==> config.mk <==
export PLATFORM = sky130hd
export DESIGN_NAME = up_down_counter
export DESIGN_NICKNAME = d
export VERILOG_FILES = /design/src/rtl/counter_pkg.sv /design/src/rtl/up_down_counter.sv
export SDC_FILE = /design/constraint.sdc
export NUM_CORES = 1
export LEC_CHECK = 0
export CELL_PAD_IN_SITES_DETAIL_PLACEMENT = 2
export CELL_PAD_IN_SITES_GLOBAL_PLACEMENT = 2
export CORE_AREA = 4 4 42 72
export DETAILED_ROUTE_END_ITERATION = 12
export DIE_AREA = 0 0 46 76
export GPL_ROUTABILITY_DRIVEN = 1
export PLACE_DENSITY_LB_ADDON = 0.08
export REMOVE_ABC_BUFFERS = 1
export SLEW_MARGIN = 20
export SYNTH_ARGS = -nofsm -noshare
export SYNTH_HDL_FRONTEND = slang
export SYNTH_SLANG_ARGS = --single-unit
export TNS_END_PERCENT = 10
==> constraint.sdc <==
create_clock -name clk -period 4.6 [get_ports clk]
set_input_delay 0.69 -clock clk [delete_from_list [all_inputs] [get_ports clk]]
set_output_delay 0.69 -clock clk [all_outputs]
set_load 0.03 [all_outputs]
==> src/rtl/counter_pkg.sv <==
// Shared constants for the up/down counter family.
package counter_pkg;

    // Default counter width used when no override is given.
    localparam int DEFAULT_CNT_WIDTH = 8;

    // Direction encodings for the mode input.
    localparam logic MODE_UP   = 1'b0;
    localparam logic MODE_DOWN = 1'b1;

endpackage : counter_pkg

==> src/rtl/up_down_counter.sv <==
// Loadable modulo-2^WIDTH up/down counter with asynchronous active-low clear.
// The port order is relied on by positional instantiations and must not change.
module up_down_counter
    import counter_pkg::*;
#(
    parameter int WIDTH = DEFAULT_CNT_WIDTH
) (
    output logic [WIDTH-1:0] count,
    input  logic             clr,
    input  logic             ld,
    input  logic             clk,
    input  logic             mode,
    input  logic [WIDTH-1:0] din
);

    // Step of one, sized to the counter so arithmetic truncates naturally.
    localparam logic [WIDTH-1:0] ONE = WIDTH'(1);

    logic [WIDTH-1:0] count_r;
    logic [WIDTH-1:0] count_next_s;

    // Next-state selection: load wins over counting; counting wraps modulo 2^WIDTH.
    always_comb begin
        count_next_s = count_r;
        if (ld) begin
            count_next_s = din;
        end else begin
            case (mode)
                MODE_UP:   count_next_s = count_r + ONE;
                MODE_DOWN: count_next_s = count_r - ONE;
                default:   count_next_s = count_r;
            endcase
        end
    end

    // Count register; clr clears it immediately, independent of clk.
    always_ff @(posedge clk or negedge clr) begin
        if (!clr) begin
            count_r <= '0;
        end else begin
            count_r <= count_next_s;
        end
    end

    assign count = count_r;

endmodule : up_down_counter

Word-level counts from Yosys, hierarchy flattened
Cells that the tools add are included.
Widths: inputs -> output; s select.

storage, ports and cells
  flip-flop bits (word level) = 8
  bits of input ports = 12
  logic and storage cells = 6

operators by class
  add/subtract/negate cells = 2
  multiplexer cells = 2
  bitwise operators = 1

operators by type and width
  cell                 count
  $pmux 8 s2           1
  $add 8x1->8 const B  1
  $mux 8               1
  $sub 8x1->8 const B  1
  $not 1->1            1

Logic depth before layout (Yosys ltp)
  depth in word-level cells = 3
  gate-level depth with buffers = 6
  gate-level depth less buffers = 6

Least setup slack after synthesis
OpenSTA, ideal clock, no wires.

  path type = input -> register
  start point = in mode
  end point = reg count_r[6] (netlist: count[6])
  arrival time = 1.792 ns
  path slack = 2.739 ns
  stages = 5
  buffers on the path = 0
  path through = ha_1 > nor2b_4 > o31a_1 > or3_1 > nand3_1

on the way
  longest elaborated chain between the ends = 3

RTL lines
  item                    RTL line               RTL
  start: declaration      up_down_counter.sv:12  input logic mode,
  $not 1->1               up_down_counter.sv:28  case (mode)
  $pmux 8 s2 (*)          up_down_counter.sv:28
  $mux 8 (*)              up_down_counter.sv:25  if (ld) begin
  net count_next_s[6]     up_down_counter.sv:20  logic [WIDTH-1:0] count_next_s;
  end signal: assignment  up_down_counter.sv:41  count_r <= count_next_s;
  end: declaration        up_down_counter.sv:19  logic [WIDTH-1:0] count_r;

Mark *: on every way through the listed nets, which the timed path passes. The rest lies on a longest branch.

Final worst setup path
  start point = in mode
  end point = reg count_r[7] (netlist: count[7])

The elaborated chain is that of the path after synthesis.

==> flow_summary.json <==
{
  "rows": 24,
  "drt.antenna.violating_nets": 0,
  "cp_cell_sequence": "clkdlybuf4s50_1, ha_1, a211oi_1, nor4b_1, a311oi_1, o211ai_1",
  "core_area_um2": 2460,
  "viasPerCell": 5.39,
  "synth_edf_count": 0,
  "finalInstanceArea_um2": 910,
  "drv_slew": 0,
  "holdBufCountCts": 0,
  "dp.final_hpwl_mm": 1.60,
  "finalWirelength_mm": 1.98,
  "grt_overflow": 0,
  "drive_gt1_share_pct": 5.43,
  "vias": 636,
  "largest_reg_flops": 8,
  "min_path_type": "register to register",
  "critPathMaxFanout": 8,
  "grt_pass1_vias": 721,
  "final.min_clock_period_ns": 2.54,
  "synth_cells": 72,
  "gp_congestion": 0.745,
  "die_w_um": 46,
  "grt_use_total_pct": 12.5,
  "nets": 113,
  "hold_start": "count[0]$_DFF_PN0_",
  "cts.repair.resized": 0,
  "path_class": "input pin to register",
  "syn_to_final_growth_pct": 38.7,
  "maxCapViolations": 0,
  "setup-violations-final": 0,
  "grtUsageMet1_pct": 12.3,
  "drc_errors": 0,
  "irDropWorstVdd_uv": 178,
  "final_cell_mix": "19 x clkdlybuf4s50_1, 8 x dfrtp_1, 7 x nand2_1",
  "maxSlewHeadroom_pct": 47.1,
  "clk_latency_ns": 0.23,
  "grt_max_degree": 24,
  "worstPathArrival_ns": 2.63,
  "synth_top_area_cell": "dfrtp_1",
  "ys_seq_area_share_pct": 30.5,
  "cts_buffer_depth": 2,
  "layout_commonest_cell": "clkdlybuf4s50_1",
  "diodes": 0,
  "cts_setup_buffers": 0,
  "syn_area_per_cell_um2": 9.11,
  "synth_warnings": 0,
  "htreeDepth": 1,
  "path_clk_slew_ns": 0.04,
  "finalClockSkew_ns": 0.00477,
  "antenna_found_initial": 0,
  "clock-root-buffer": "clkbuf_8",
  "cts_sinks": 8,
  "hold_viol_final": 0,
  "worstReg2RegStart": "count[4]$_DFF_PN0_",
  "synth_area_um2": 656,
  "n_fill_cell": 287,
  "crit_path_max_incr_delay_ns": 0.69,
  "ios": 20,
  "slowest_stage": "clkdlybuf4s50_1",
  "rsz0062_at_grt": "no",
  "cts_buffers": 3,
  "p_leak_nw": 0.387,
  "fin_tns_setup_ns": 0,
  "crit_start": "mode",
  "wire_per_inst_um": 16.8,
  "firstDrtPassIters": 2,
  "portBuffers": 19,
  "max_freq_ghz": 0.393,
  "run_status": "completed",
  "grtUsageMet2_pct": 23.5,
  "grt-busiest-layer": "met2",
  "grt_pass1_wl_mm": 3.24,
  "dieArea_um2": 3500,
  "async_reset_ff_share_pct": 100,
  "ys_seq_elements": 8,
  "startpoint_type": "input pin",
  "synth_area_leaders": "dfrtp_1 31%, ha_1 11%, nor3b_1 5.7%",
  "cts_tree": "yes",
  "yosysTopAreaCellShare_pct": 30.5,
  "place_area_um2": 868,
  "die_h_um": 76,
  "end_kind": "register",
  "drt_iter0_drc": 2,
  "powerDensity_nw_per_um2": 516,
  "fin_crit_sh_pct": 55.3,
  "required_ns": 4.69,
  "start_util_pct": 26.6,
  "synth_flop_cell": "dfrtp_1",
  "synth_cell_types": 31,
  "use_met3_pct": 0.946,
  "worstMarginPinSlew_ns": 0.791
}
[area by class of cell]
cell class | count | area, µm² | share of cell area, %
Timing Repair Buffer | 19 | 190 | 20.9
Clock buffer | 3 | 41.3 | 4.54
Inverter | 4 | 15.0 | 1.65
Multi-Input combinational cell | 58 | 430 | 47.3
Tap cell | 26 | 32.5 | 3.58
Sequential cell | 8 | 200 | 22.0
[path summary, 6_finish.rpt]
kind                                      end  slack [ns]  depth (start not counted)
max in group asynchronous  count[3]$_DFF_PN0_        3.54                          1
max reg2reg                count[7]$_DFF_PN0_        2.83                          5
min in group asynchronous  count[4]$_DFF_PN0_        0.77                          1
min reg2reg                count[0]$_DFF_PN0_        0.57                          1
max                        count[7]$_DFF_PN0_        2.06                          6
min                        count[0]$_DFF_PN0_        0.57                          1
[layer usage]
| layer | part of all wire [%] | vias up | wire (µm) |
|---|---|---|---|
| met5 | 0 | - | 0 |
| met4 | 1.4 | 0 | 27 |
| met3 | 3.2 | 2 | 63 |
| met2 | 60 | 12 | 1190 |
| met1 | 36 | 315 | 703 |
| li1 | - | 307 | - |
[cells in the mapped netlist, drive strengths merged (2+ instances only)]
cell	count
o21a	2
o21ai	5
nor2b	2
buf	2
mux2i	2
nor3b	5
a21o	2
nor4b	2
inv	4
xor2	2
a21oi	3
a211oi	3
ha	6
nand2	7
nor2	4
dfrtp	8
[through the flow]
stage | utilization [%] | std cells | worst slack, ns | hold WS [ns] | power [W]
CTS | 36.9 | 118 | 2.11 | 0.589 | 0.000478
detailed placement | 35.3 | 115 | 1.87 | 0.583 | 0.000387
global route | 36.9 | 118 | 1.92 | 0.608 | 0.000504
finish | 36.9 | 118 | 2.06 | 0.572 | 0.000469
floorplan | - | 70 | 2.74 | 0.394 | 0.000287
global placement | 35.3 | 115 | 1.94 | 0.558 | 0.000383
[report_power, final]
part	total, W	leakage [nW]	internal (W)	switching, W
clock network	0.0000857	0.0216	0.0000568	0.0000288
logic	0.000275	0.270	0.000124	0.000151
registers	0.000108	0.0948	0.0000925	0.0000159
total	0.000469	0.387	0.000273	0.000196
[cell families (layout without fill, tap and decap cells)]
logic type	Yosys count	in the layout	share of synthesized area [%]
AOI/OAI and AO/OA	21	21	21.8
xor gates and xnor gates	3	3	4.01
adders and majority gates	7	7	14.5
buffers and inverters	6	26	3.82
DFF	8	8	30.5
muxes	2	2	3.05
and+or+nand+nor	25	25	22.3
[critical path: cells and delay by family]
kind            cells  cell delay, ns
fa+ha+maj           1            0.37
compound gates      3            0.77
buf+inv             1            0.69
simple gates        1            0.11
No activity file was read; power rests on OpenSTA's default activity.
